File: config.mk
export PLATFORM = sky130hd
export DESIGN_NAME = shift_deserializer_flat
export DESIGN_NICKNAME = d
export VERILOG_FILES = /design/src/rtl/shift_deserializer_if.sv /design/src/rtl/shift_deserializer.sv /design/src/flat_wrapper.sv
export SDC_FILE = /design/constraint.sdc
export NUM_CORES = 1
export LEC_CHECK = 0
export ABC_CLOCK_PERIOD_IN_PS = 1560
export CORE_AREA = 3 3 40 42
export DETAILED_ROUTE_END_ITERATION = 8
export DIE_AREA = 0 0 43 45
export MAX_ROUTING_LAYER = met4
export PLACE_DENSITY_LB_ADDON = 0.12
export SYNTH_ARGS = -nofsm -noshare
export SYNTH_HDL_FRONTEND = slang
export SYNTH_SLANG_ARGS = --single-unit
File: constraint.sdc
create_clock -name clk -period 1.56 [get_ports clk]
set_clock_uncertainty 0.05 [all_clocks]
set_input_delay 0.156 -clock clk [delete_from_list [all_inputs] [get_ports clk]]
set_output_delay 0.156 -clock clk [all_outputs]
set_load 0.005 [all_outputs]
File: src/rtl/shift_deserializer_if.sv
// Bundles the serial input, the parallel output handshake and the status flags
// of the shift deserializer.
interface shift_deserializer_if #(
   parameter int N = 4
);
   logic         frame_start;
   logic         sin;
   logic         sin_valid;
   logic [N-1:0] dout;
   logic         dout_valid;
   logic         dout_ready;
   logic         busy;
   logic         overrun;

   modport master (
      output frame_start, sin, sin_valid, dout_ready,
      input  dout, dout_valid, busy, overrun
   );

   modport slave (
      input  frame_start, sin, sin_valid, dout_ready,
      output dout, dout_valid, busy, overrun
   );
endinterface

File: src/rtl/shift_deserializer.sv
// Serial-to-parallel converter: collects N framed bits into a word and offers it
// through a one-entry valid/ready output register with a sticky overrun flag.
module shift_deserializer #(
   parameter int N         = 4,
   parameter bit MSB_FIRST = 1'b1
) (
   input  logic              clk,
   input  logic              reset,
   shift_deserializer_if.slave bus
);
   localparam int CW = $clog2(N);

   typedef enum logic {IDLE, SHIFT} state_t;

   state_t          state_q, state_d;
   logic [CW-1:0]   cnt_q, cnt_d, cnt_base;
   logic [N-1:0]    sreg_q, sreg_d, sreg_shift;
   logic [N-1:0]    dout_q, dout_d;
   logic            dout_valid_q, dout_valid_d;
   logic            overrun_q, overrun_d;
   logic            sample, complete, load;

   always_ff @(posedge clk) begin
      if (reset) begin
         state_q      <= IDLE;
         cnt_q        <= '0;
         sreg_q       <= '0;
         dout_q       <= '0;
         dout_valid_q <= 1'b0;
         overrun_q    <= 1'b0;
      end else begin
         state_q      <= state_d;
         cnt_q        <= cnt_d;
         sreg_q       <= sreg_d;
         dout_q       <= dout_d;
         dout_valid_q <= dout_valid_d;
         overrun_q    <= overrun_d;
      end
   end

   // frame_start restarts the count and lets a same-cycle sin be bit 0 of the new frame
   always_comb begin
      state_d      = state_q;
      cnt_d        = cnt_q;
      sreg_d       = sreg_q;
      dout_d       = dout_q;
      dout_valid_d = dout_valid_q;
      overrun_d    = overrun_q;

      cnt_base   = bus.frame_start ? '0 : cnt_q;
      sample     = bus.sin_valid && (bus.frame_start || state_q == SHIFT);
      sreg_shift = MSB_FIRST ? {sreg_q[N-2:0], bus.sin} : {bus.sin, sreg_q[N-1:1]};
      complete   = sample && (cnt_base == CW'(N-1));
      load       = complete && (!dout_valid_q || bus.dout_ready);

      if (bus.frame_start) begin
         state_d = SHIFT;
      end else if (complete) begin
         state_d = IDLE;
      end

      cnt_d = cnt_base;
      if (sample) begin
         sreg_d = sreg_shift;
         cnt_d  = complete ? '0 : cnt_base + CW'(1);
      end

      // The output register holds one word; a word finishing while it is stalled is lost.
      if (load) begin
         dout_d       = sreg_shift;
         dout_valid_d = 1'b1;
      end else if (dout_valid_q && bus.dout_ready) begin
         dout_valid_d = 1'b0;
      end

      if (complete && dout_valid_q && !bus.dout_ready) begin
         overrun_d = 1'b1;
      end
   end

   assign bus.dout       = dout_q;
   assign bus.dout_valid = dout_valid_q;
   assign bus.busy       = (state_q == SHIFT);
   assign bus.overrun    = overrun_q;
endmodule

File: src/flat_wrapper.sv
// flat-port wrapper written by rule: the top's interface ports become plain ports
module shift_deserializer_flat 
#(
   parameter int N         = 4,
   parameter bit MSB_FIRST = 1'b1
)
  (clk, reset, bus_frame_start, bus_sin, bus_sin_valid, bus_dout_ready, bus_dout, bus_dout_valid, bus_busy, bus_overrun);
  shift_deserializer_if #(.N(N)) bus_i ();
  input  logic clk;
  input  logic reset;
  input wire logic [$bits(bus_i.frame_start)-1:0] bus_frame_start;
  input wire logic [$bits(bus_i.sin)-1:0] bus_sin;
  input wire logic [$bits(bus_i.sin_valid)-1:0] bus_sin_valid;
  input wire logic [$bits(bus_i.dout_ready)-1:0] bus_dout_ready;
  output wire logic [$bits(bus_i.dout)-1:0] bus_dout;
  output wire logic [$bits(bus_i.dout_valid)-1:0] bus_dout_valid;
  output wire logic [$bits(bus_i.busy)-1:0] bus_busy;
  output wire logic [$bits(bus_i.overrun)-1:0] bus_overrun;
  assign bus_i.frame_start = bus_frame_start;
  assign bus_i.sin = bus_sin;
  assign bus_i.sin_valid = bus_sin_valid;
  assign bus_i.dout_ready = bus_dout_ready;
  assign bus_dout = bus_i.dout;
  assign bus_dout_valid = bus_i.dout_valid;
  assign bus_busy = bus_i.busy;
  assign bus_overrun = bus_i.overrun;
  shift_deserializer #(.N(N), .MSB_FIRST(MSB_FIRST)) u_core (.clk(clk), .reset(reset), .bus(bus_i));
endmodule
# Word level (Yosys, flattened, before mapping)
# Index checks and enable logic that the tools add are counted.
# Widths: inputs -> output; s select.
# word_totals
out_inout_bits	7
reg_bits	12
elab_cells	27
inputBits	6
# op_classes
n_mux	7
eq_ne	1
n_reduce_logical	12
addsub	1
# ops
operator	count
$logic_and 1x1->1	6
$mux 2	3
$mux 1	4
$reduce_bool 2->1	2
$add 2x1->2 const B	1
$eq 2x2->1 const B	1
$logic_not 1->1	2
$logic_or 1x1->1	2

# Depth between registers and ports, before layout
# Gate-level depths: netlist (run 1).
# depth
ltp_word	5
ltp_mapped	6
ltp_nobuf	5

# Worst setup path before layout (run 1)
# Ideal clock, no wire load.
# synth_timing
kind	register -> register
from	register u_core.cnt_q[0]
to	register u_core.dout_q[0] (netlist: u_core.bus.dout[0])
arrival_ps	1066
path_stages_with_launch	7
path_slack_ps	312
cell_sequence	dfxtp_1 > and2b_2 > ha_1 > buf_4 > inv_1 > o31ai_1 > a21oi_1
# synth_via
elab_chain_len	4
# synth_rtl
element	line	rtl
start: declaration	shift_deserializer.sv:16	logic [CW-1:0] cnt_q, cnt_d, cnt_base;
start signal: assignment	shift_deserializer.sv:33	cnt_q <= cnt_d;
$mux 2	shift_deserializer.sv:50	cnt_base = bus.frame_start ? '0 : cnt_q;
$eq 2x2->1	shift_deserializer.sv:53	complete = sample && (cnt_base == CW'(N-1));
$logic_and 1x1->1	shift_deserializer.sv:53	
$logic_and 1x1->1	shift_deserializer.sv:54	load = complete && (!dout_valid_q || bus.dout_ready);
end signal: assignment	shift_deserializer.sv:35	dout_q <= dout_d;
end: declaration	shift_deserializer.sv:18	logic [N-1:0] dout_q, dout_d;
# No other way between the ends.
# A chain may end at the register's enable or synchronous reset.

# Worst setup path in the final report (run 1)
# layout_timing
from	register u_core.state_q (netlist: u_core.bus.busy)
to	output bus_busy
# layout_rtl
element	line	rtl
start: declaration	shift_deserializer.sv:15	state_t state_q, state_d;
start signal: assignment	shift_deserializer.sv:32	state_q <= state_d;
end: declaration	flat_wrapper.sv:17	output wire logic [$bits(bus_i.busy)-1:0] bus_busy;
# No word-level cell between the ends.

==> impl_metrics.xml, run 1 <==
<?xml version="1.0" encoding="UTF-8"?>
<metrics>
  <group name="finish">
    <metric name="n_antenna_cell" unit="">0</metric>
    <metric name="layout-drive-gt1-share" unit="%">14.1</metric>
    <metric name="nNetsFinal" unit="">80</metric>
    <metric name="syn_to_final_growth" unit="%">32.4</metric>
    <metric name="highest_count_cells_in_the_layout_ignoring_fill_and_taps" unit="">clkdlybuf4s50_1, dfxtp_1, a21oi_1</metric>
    <metric name="layout.cells.non_filler" unit="">86</metric>
    <metric name="non_filler_cell_area_final" unit="µm²">659</metric>
  </group>
  <group name="route">
    <metric name="firstDrtPassIters" unit="">3</metric>
    <metric name="drt_first_iter_violations" unit="">4</metric>
    <metric name="route.antenna.remaining_nets" unit="">0</metric>
    <metric name="wl_met2" unit="µm">429</metric>
    <metric name="route.detailed.drc" unit="">0</metric>
    <metric name="met3_wirelength" unit="µm">46</metric>
    <metric name="wl" unit="µm">1020</metric>
    <metric name="routed_metal_1_wirelength" unit="µm">530</metric>
    <metric name="wl_per_cell" unit="µm">11.8</metric>
    <metric name="top_signal_layer_used" unit="">met4</metric>
    <metric name="via_count" unit="">431</metric>
    <metric name="vias_per_cell" unit="">5.01</metric>
  </group>
  <group name="die">
    <metric name="design.die.area" unit="mm²">0.00194</metric>
    <metric name="top_level_ports" unit="">13</metric>
    <metric name="die_wd" unit="µm">43</metric>
    <metric name="row_count" unit="">13</metric>
    <metric name="die_height" unit="µm">45</metric>
    <metric name="core-area" unit="mm²">0.00128</metric>
    <metric name="floorplan.initialDensity" unit="%">38.8</metric>
  </group>
  <group name="pwr">
    <metric name="internal_power" unit="mW">0.428</metric>
    <metric name="vdd_drop_max" unit="mV">0.510</metric>
    <metric name="power_density" unit="mW/mm²">838</metric>
    <metric name="cellLeakagePower" unit="nW">0.231</metric>
    <metric name="netSwitchingFraction" unit="%">22.4</metric>
    <metric name="pwr-share-clk" unit="%">33.2</metric>
    <metric name="power_frac_seq" unit="%">57.4</metric>
    <metric name="net-switching-power" unit="mW">0.124</metric>
    <metric name="combPwrFrac" unit="%">9.4</metric>
  </group>
  <group name="worst_setup_path">
    <metric name="critPathTopFamily" unit="">buffers and inverters</metric>
    <metric name="worstPathCellList" unit="">clkdlybuf4s50_1</metric>
    <metric name="reg2reg_slack" unit="ns">0.33</metric>
    <metric name="start_kind" unit="">register</metric>
    <metric name="worst-setup-path-type" unit="">register to output pin</metric>
    <metric name="reg2reg_from" unit="">u_core.cnt_q[0]</metric>
    <metric name="worstRegToRegCells" unit="">5</metric>
    <metric name="regToRegEndpoint" unit="">u_core.bus.dout[2]</metric>
    <metric name="cp_num_buf_inv" unit="">1</metric>
    <metric name="crit_path_top_delay_cell" unit="">clkdlybuf4s50_1</metric>
    <metric name="timing.critical_path.required" unit="ns">1.35</metric>
    <metric name="cp.arrival" unit="ns">1.17</metric>
    <metric name="worst_path_largest_cell_delay" unit="ns">0.52</metric>
    <metric name="critPathMaxFanout" unit="">4</metric>
    <metric name="crit_path_end_kind" unit="">output pin</metric>
  </group>
  <group name="clock_network">
    <metric name="ctsHoldBuffers" unit="">0</metric>
    <metric name="h_tree_depth" unit="">1</metric>
    <metric name="cts_repair_resize_count" unit="">0</metric>
    <metric name="post_cts_buffers" unit="">0</metric>
    <metric name="cts_tree" unit="">built</metric>
    <metric name="number_of_clock_sinks_seen_by_cts" unit="">12</metric>
    <metric name="cts_buffers" unit="">3</metric>
    <metric name="worst_setup_hold_path_clk_slew" unit="ns">0.07</metric>
    <metric name="clockBufferDepth" unit="">2</metric>
    <metric name="clock_latency" unit="ns">0.26</metric>
    <metric name="root_buffer" unit="">clkbuf_4</metric>
  </group>
  <group name="status">
    <metric name="outcome" unit="">completed</metric>
  </group>
  <group name="sta">
    <metric name="final-max-slew-violation-count" unit="">0</metric>
    <metric name="setup_total_negative_slack" unit="ns">0</metric>
    <metric name="report.final.hold_viol_count" unit="">0</metric>
    <metric name="worst-slew-pin-transition" unit="ns">0.410</metric>
    <metric name="grt_setup_unrepaired" unit="">false</metric>
    <metric name="maximum_clock_frequency" unit="GHz">0.726</metric>
    <metric name="setup_viol" unit="">0</metric>
    <metric name="minimum_clock_period_after_layout" unit="ns">1.38</metric>
    <metric name="layout_worst_path_cycle_share" unit="%">88.3</metric>
    <metric name="slew-limit-headroom" unit="%">72.6</metric>
  </group>
  <group name="synth">
    <metric name="yosys_register_bits" unit="">12</metric>
    <metric name="post_synth_instance_area" unit="µm²">498</metric>
    <metric name="synth_seq_area_share" unit="%">48.2</metric>
    <metric name="library_cell_occupying_the_most_area_in_the_post_synthesis_netlist" unit="">dfxtp_1</metric>
    <metric name="syn-num-nets" unit="">63</metric>
    <metric name="synth_top_area_share" unit="%">48.2</metric>
    <metric name="post_synth_inst_count" unit="">56</metric>
    <metric name="synthesis.area_per_instance" unit="µm²">8.89</metric>
    <metric name="netlist_top_cells_area" unit="">dfxtp_1, a21oi_1, nand2_1, o31ai_1, nand4_1</metric>
    <metric name="synthDistinctLibCells" unit="">19</metric>
    <metric name="ys.warnings.count" unit="">0</metric>
  </group>
  <group name="global_route">
    <metric name="grt_antenna_before_repair" unit="">0</metric>
    <metric name="grt_usage" unit="%">12.8</metric>
    <metric name="globalRoute.totalOverflow" unit="">0</metric>
    <metric name="global_route_wire_length_before_repair" unit="µm">1750</metric>
    <metric name="grt_start_max_net_pins" unit="">13</metric>
    <metric name="first_global_vias" unit="">396</metric>
  </group>
  <group name="flow_run">
    <metric name="cap_violations" unit="">0</metric>
  </group>
  <group name="placed_design">
    <metric name="placer_s_final_routability_congestion_estimate" unit="">0.768</metric>
    <metric name="placement_cell_area" unit="µm²">637</metric>
    <metric name="post-dp-hpwl" unit="µm">756</metric>
    <metric name="numPlacedInstances" unit="">83</metric>
    <metric name="placement.io_buffers" unit="">12</metric>
  </group>
  <group name="worst_hold_path">
    <metric name="worst_hold_endpoint" unit="">u_core.sreg_q[2]</metric>
    <metric name="min_delay_path_depth" unit="">2</metric>
    <metric name="worst_hold_launch" unit="">u_core.sreg_q[2]</metric>
    <metric name="worstHoldPathType" unit="">register to register</metric>
  </group>
</metrics>
-- through the flow --
step	util (%)	hold slack [ns]	total power, mW	setup slack [ns]
after global placement	49.6	0.392	0.376	-0.0315
after floorplan	-	0.175	0.351	0.312
final	51.3	0.411	0.552	0.183
after detailed placement	49.6	0.405	0.377	-0.0620
after CTS	51.3	0.415	0.560	0.172
after global routing	51.3	0.446	0.580	0.0867
-- power groups by stage --
stage	Combinational, mW	Clock [mW]	Sequential (mW)
5_1_grt	0.0574	0.204	0.318
3_3_place_gp	0.0517	0	0.324
2_1_floorplan	0.0276	0	0.324
4_1_cts	0.0525	0.190	0.317
3_5_place_dp	0.0522	0	0.324
6_report	0.0517	0.184	0.317
-- cell type report --
class | instances | area (µm²)
fill | 139 | 626
sequential | 12 | 240
multi-input combinational | 40 | 231
timing repair buffer | 15 | 143
clock buffer | 3 | 22.5
tap | 15 | 18.8
inverter | 1 | 3.75
-- kinds of logic after synthesis --
family / synth area share (%)
fa+ha+maj: 2.51
xor+xnor: 1.76
buf+inv: 5.28
compound gates: 20.9
simple gates: 21.4
flops: 48.2
-- per-layer routing --
metal  track usage [%]  vias up
li1                  -      227
met1              16.4      194
met2              18.3        8
met3              3.59        2
met4              7.23        0
met5                 -        -
-- sequential cells by signal, summed over array words and instances (netlist names) --
register and flops:
u_core.sreg_q 3, u_core.cnt_q 2, u_core.bus.dout 4, u_core.bus.dout_valid 1, u_core.bus.busy 1, u_core.bus.overrun 1
-- cell usage after synthesis (all sizes together) --
library cell,count
o21ai,1
nand2,9
and2b,2
clkbuf,1
ha,1
nor2b,1
xnor2,1
inv,1
o21a,1
a21oi,10
buf,2
nand4,4
nor2,3
or2b,1
a31oi,1
nand3,1
o31ai,4
dfxtp,12
-- how the worst max path moves through the flow --
| stage | startpoint | endpoint | slack (ns) | depth (start not counted) |
|---|---|---|---|---|
| 3_3_place_gp | bus_frame_start | u_core.bus.dout[0] | -0.03 | 6 |
| 4_1_cts | u_core.bus.busy | bus_busy | 0.17 | 1 |
| 2_1_floorplan | u_core.cnt_q[0] | u_core.bus.dout[0] | 0.31 | 6 |
| 3_5_place_dp | bus_frame_start | u_core.bus.overrun | -0.06 | 6 |
| 6_report | u_core.bus.busy | bus_busy | 0.18 | 1 |
| 5_1_grt | bus_frame_start | u_core.bus.dout[2] | 0.09 | 6 |
Note: power is estimated with default switching activity, not from simulation.
==> run 2, diff against run 1 <==
--- a/config.mk
+++ b/config.mk
@@ -10,7 +10,6 @@
 export DETAILED_ROUTE_END_ITERATION = 8
 export DIE_AREA = 0 0 43 45
 export MAX_ROUTING_LAYER = met4
-export PLACE_DENSITY_LB_ADDON = 0.12
 export SYNTH_ARGS = -nofsm -noshare
 export SYNTH_HDL_FRONTEND = slang
 export SYNTH_SLANG_ARGS = --single-unit
==> run 2 against run 1 <==
Final cell count unchanged; global-route usage decreased by 0.34 points; first-iteration DRC count is 100% higher; non-clock buffer count unchanged; clock-buffer cell count did not move; critical path type unchanged; largest cell class unchanged; largest power group unchanged; highest routed layer is now met3.
==> impl_metrics.xml, run 2 (synthesis results as in run 1) <==
<?xml version="1.0" encoding="UTF-8"?>
<metrics>
  <group name="die">
    <metric name="die_wd" unit="µm">43</metric>
    <metric name="design.die.area" unit="mm²">0.00194</metric>
    <metric name="top_level_ports" unit="">13</metric>
    <metric name="floorplan.initialDensity" unit="%">38.8</metric>
    <metric name="die_height" unit="µm">45</metric>
    <metric name="row_count" unit="">13</metric>
    <metric name="core-area" unit="mm²">0.00128</metric>
  </group>
  <group name="finish">
    <metric name="layout.cells.non_filler" unit="">86</metric>
    <metric name="final.fill_count" unit="">135</metric>
    <metric name="layout-drive-gt1-share" unit="%">14.1</metric>
    <metric name="highest_count_cells_in_the_layout_ignoring_fill_and_taps" unit="">clkdlybuf4s50_1, dfxtp_1, a21oi_1</metric>
    <metric name="syn_to_final_growth" unit="%">32.4</metric>
    <metric name="n_antenna_cell" unit="">0</metric>
    <metric name="nNetsFinal" unit="">80</metric>
    <metric name="largest_register_ffs" unit="">4</metric>
    <metric name="non_filler_cell_area_final" unit="µm²">659</metric>
  </group>
  <group name="route">
    <metric name="firstDrtPassIters" unit="">3</metric>
    <metric name="route.detailed.drc" unit="">0</metric>
    <metric name="drt_first_iter_violations" unit="">8</metric>
    <metric name="wl" unit="µm">1010</metric>
    <metric name="wl_per_cell" unit="µm">11.7</metric>
    <metric name="route.antenna.remaining_nets" unit="">0</metric>
    <metric name="vias_per_cell" unit="">4.87</metric>
    <metric name="via_count" unit="">419</metric>
  </group>
  <group name="sta">
    <metric name="grt_setup_unrepaired" unit="">false</metric>
    <metric name="layout_worst_path_cycle_share" unit="%">88.7</metric>
    <metric name="setup_viol" unit="">0</metric>
    <metric name="final-max-slew-violation-count" unit="">0</metric>
    <metric name="maximum_clock_frequency" unit="GHz">0.723</metric>
    <metric name="setup_total_negative_slack" unit="ns">0</metric>
    <metric name="minimum_clock_period_after_layout" unit="ns">1.38</metric>
    <metric name="slew-limit-headroom" unit="%">70.2</metric>
    <metric name="report.final.hold_viol_count" unit="">0</metric>
    <metric name="worst-slew-pin-transition" unit="ns">0.446</metric>
  </group>
  <group name="pwr">
    <metric name="power_frac_seq" unit="%">57.2</metric>
    <metric name="cellLeakagePower" unit="nW">0.231</metric>
    <metric name="internal_power" unit="mW">0.429</metric>
    <metric name="combPwrFrac" unit="%">9.3</metric>
    <metric name="report.power.total" unit="mW">0.555</metric>
    <metric name="pwr-share-clk" unit="%">33.5</metric>
    <metric name="vdd_drop_max" unit="mV">0.515</metric>
    <metric name="netSwitchingFraction" unit="%">22.7</metric>
    <metric name="net-switching-power" unit="mW">0.126</metric>
    <metric name="power_density" unit="mW/mm²">841</metric>
  </group>
  <group name="clock_network">
    <metric name="cts_tree" unit="">built</metric>
    <metric name="clockBufferDepth" unit="">2</metric>
    <metric name="ctsHoldBuffers" unit="">0</metric>
    <metric name="root_buffer" unit="">clkbuf_4</metric>
    <metric name="h_tree_depth" unit="">1</metric>
    <metric name="cts_buffers" unit="">3</metric>
    <metric name="post_cts_buffers" unit="">0</metric>
    <metric name="worst_setup_hold_path_clk_slew" unit="ns">0.07</metric>
    <metric name="number_of_clock_sinks_seen_by_cts" unit="">12</metric>
    <metric name="cts_repair_resize_count" unit="">0</metric>
    <metric name="clock_latency" unit="ns">0.27</metric>
  </group>
  <group name="worst_setup_path">
    <metric name="timing.critical_path.required" unit="ns">1.35</metric>
    <metric name="start_kind" unit="">register</metric>
    <metric name="worstPathCellList" unit="">clkdlybuf4s50_1</metric>
    <metric name="critPathTopFamily" unit="">buffers and inverters</metric>
    <metric name="reg2reg_from" unit="">u_core.cnt_q[0]</metric>
    <metric name="worstRegToRegCells" unit="">5</metric>
    <metric name="crit_path_top_delay_cell" unit="">clkdlybuf4s50_1</metric>
    <metric name="worst_path_largest_cell_delay" unit="ns">0.52</metric>
    <metric name="cp_num_buf_inv" unit="">1</metric>
    <metric name="cp.arrival" unit="ns">1.18</metric>
    <metric name="reg2reg_slack" unit="ns">0.33</metric>
    <metric name="worst-setup-path-type" unit="">register to output pin</metric>
    <metric name="regToRegEndpoint" unit="">u_core.bus.dout[1]</metric>
    <metric name="crit_path_end_kind" unit="">output pin</metric>
    <metric name="critPathMaxFanout" unit="">4</metric>
  </group>
  <group name="global_route">
    <metric name="grt_start_max_net_pins" unit="">13</metric>
    <metric name="grt_usage" unit="%">12.5</metric>
    <metric name="grt_antenna_before_repair" unit="">0</metric>
    <metric name="first_global_vias" unit="">369</metric>
    <metric name="global_route_wire_length_before_repair" unit="µm">1680</metric>
    <metric name="globalRoute.totalOverflow" unit="">0</metric>
  </group>
  <group name="placed_design">
    <metric name="numPlacedInstances" unit="">83</metric>
    <metric name="placement_cell_area" unit="µm²">637</metric>
    <metric name="placement.io_buffers" unit="">12</metric>
    <metric name="post-dp-hpwl" unit="µm">721</metric>
    <metric name="placer_s_final_routability_congestion_estimate" unit="">0.750</metric>
  </group>
  <group name="worst_hold_path">
    <metric name="worst_hold_launch" unit="">u_core.bus.overrun</metric>
    <metric name="min_delay_path_depth" unit="">2</metric>
    <metric name="worst_hold_endpoint" unit="">u_core.bus.overrun</metric>
    <metric name="worstHoldPathType" unit="">register to register</metric>
  </group>
  <group name="flow_run">
    <metric name="cap_violations" unit="">0</metric>
  </group>
  <group name="status">
    <metric name="outcome" unit="">completed</metric>
  </group>
</metrics>
-- run 2: cell counts in the layout (fill, tap and decap cells not counted) --
No cell type changed its count.
-- run 2: power by group through the flow --
stage	registers [mW]	clock network, mW	logic [mW]
CTS	0.317	0.197	0.0514
floorplan	0.324	0	0.0276
global placement	0.324	0	0.0517
detailed placement	0.324	0	0.0512
global route	0.318	0.209	0.0564
finish	0.317	0.186	0.0516
-- run 2: area by class of cell --
type                            instances  area (µm²)  area share [%]
Multi-Input combinational cell         40         231            35.1
Timing Repair Buffer                   15         143            21.6
Clock buffer                            3        22.5            3.42
Sequential cell                        12         240            36.4
Inverter                                1        3.75           0.569
Tap cell                               15        18.8            2.85
-- run 2: metrics by stage --
| stage | util, % | setup slack (ns) | hold slack, ns |
|---|---|---|---|
| after global placement | 49.6 | -0.0274 | 0.395 |
| final | 51.3 | 0.177 | 0.416 |
| after global routing | 51.3 | 0.123 | 0.405 |
| after CTS | 51.3 | 0.161 | 0.406 |
| after floorplan | - | 0.312 | 0.175 |
| after detailed placement | 49.6 | -0.0427 | 0.406 |
-- run 2: how the worst max path moves through the flow --
stage	depth (start not counted)	end	slack (ns)	start
after global placement	6	u_core.bus.dout[1]	-0.03	bus_frame_start
after global routing	1	bus_busy	0.12	u_core.bus.busy
final	1	bus_busy	0.18	u_core.bus.busy
after CTS	1	bus_busy	0.16	u_core.bus.busy
after floorplan	6	u_core.bus.dout[0]	0.31	u_core.cnt_q[0]
after detailed placement	6	u_core.bus.dout[1]	-0.04	bus_frame_start
-- run 2: layer usage --
metal  GRT usage (%)  wire (µm)  vias to the layer above
met4            3.61          0                        0
met5               -          0                        -
li1                -          -                      231
met3            7.57         67                        0
met2            15.9        419                       10
met1            16.4        523                      178
==> variant: new RTL, settings of run 2 <==
`N` is set to 4 in 3 places; all go to 2.
--- a/src/rtl/shift_deserializer_if.sv
+++ b/src/rtl/shift_deserializer_if.sv
@@ -1,7 +1,7 @@
 // Bundles the serial input, the parallel output handshake and the status flags
 // of the shift deserializer.
 interface shift_deserializer_if #(
-   parameter int N = 4
+   parameter int N = 2
 );
    logic         frame_start;
    logic         sin;
--- a/src/rtl/shift_deserializer.sv
+++ b/src/rtl/shift_deserializer.sv
@@ -1,7 +1,7 @@
 // Serial-to-parallel converter: collects N framed bits into a word and offers it
 // through a one-entry valid/ready output register with a sticky overrun flag.
 module shift_deserializer #(
-   parameter int N         = 4,
+   parameter int N         = 2,
    parameter bit MSB_FIRST = 1'b1
 ) (
    input  logic              clk,
--- a/src/flat_wrapper.sv
+++ b/src/flat_wrapper.sv
@@ -1,7 +1,7 @@
 // flat-port wrapper written by rule: the top's interface ports become plain ports
 module shift_deserializer_flat 
 #(
-   parameter int N         = 4,
+   parameter int N         = 2,
    parameter bit MSB_FIRST = 1'b1
 )
   (clk, reset, bus_frame_start, bus_sin, bus_sin_valid, bus_dout_ready, bus_dout, bus_dout_valid, bus_busy, bus_overrun);
Ports: changed (resized bus_dout); port bits go from 13 to 11. No check against the original RTL was run, so the function may have changed too.
==> variant against run 2 <==
Sequential power fell by 40%. Cell area down 39%. Critical path depth did not move. Cell count fell by 35%. Area after synthesis shrank 48%. Register-to-register slack improved by 0.03 ns. Critical endpoint unchanged. Power fell by 29%. Clock power decreased by 9.7%. Via count fell by 46%. Routed wire length down 47%. Sequential cell count decreased by 5. Core utilization fell by 20 points. Largest power group unchanged. Setup slack better by 0.061 ns.
==> variant: results <==
INSERT INTO impl_metrics (metric_group, metric, value, unit) VALUES
('synthesis', 'netlist-cell-type-count', '11', ''),
('synthesis', 'synth.area.top_cells', 'dfxtp_1, a21oi_1, nor2b_1, ha_1, nor2_1', ''),
('critical_path', 'r2r-end', 'u_core.bus.dout[0]', ''),
('grt', 'grt_start_max_net_pins', '8', ''),
('layout', 'final_cells', '56', ''),
('synthesis', 'synth_area', '256', 'um2'),
('pwr', 'power.sequential.fraction', '0.481', ''),
('pwr', 'p_clk_frac', '0.427', ''),
('drt', 'detailroute.via_count', '227', ''),
('synthesis', 'synth-adder-area-share', '0.0488', ''),
('timing', 'tightestPinTransition', '0.251', 'ns'),
('synthesis', 'netlist_top_cells_count', 'dfxtp_1, a21oi_1, nor2_1, nor2b_1', ''),
('synthesis', 'syn_nets', '34', ''),
('synthesis', 'synthesized_area_fraction_occupied_by_xor_and_xnor_cells', '0', ''),
('layout', 'final-seq-area', '140', 'um2'),
('critical_path', 'cp_data_arrival_time', '1.12', 'ns'),
('layout', 'fillerInstances', '145', ''),
('pwr', 'pwr_density_cell', '978', 'nW/um2'),
('pwr', 'worst_case_vdd_ir_drop', '342', 'uV'),
('pwr', 'power.static_leakage', '0.148', 'nW'),
('layout', 'bufAreaShareNonClock', '0.249', ''),
('layout', 'multi_input_comb_area', '113', 'um2'),
('status', 'status', 'finished, final reports clean', ''),
('synthesis', 'synth_compound_gate_area_share', '0.171', ''),
('layout', 'clock_tree_area_fraction', '0.0654', '');
[variant: metal layers]
layer  share of wire  vias up  global-route usage
met3           0.072        2              0.0478
met2            0.37        9              0.0689
met1            0.51       95              0.0852
li1                -      121                   -
met5               0        -                   -
met4           0.043        0              0.0904
[variant: metrics by stage]
stage           util  area [um2]  worst slack, ns
2_1_floorplan      -         256            0.424
3_3_place_gp   0.292         375           0.0855
3_5_place_dp   0.292         375           0.0729
4_1_cts        0.313         402            0.225
5_1_grt        0.313         402            0.206
6_report       0.313         402            0.238
[variant: cell families (layout without fill, tap and decap cells)]
kind of cell             count (synthesis)  count (layout)
buffers and inverters                    1              15
multiplexers                             1               1
AND/OR/NAND/NOR                          9               9
AO/OA/AOI/OAI                            8               8
flip-flops                               7               7
adder cells (fa/ha/maj)                  1               1
[variant: worst min-delay path, cell delays in order, from the launching register on]
cell and delay (ns):
dfxtp_1 0.30, o21ai_1 0.06, a21oi_1 0.06
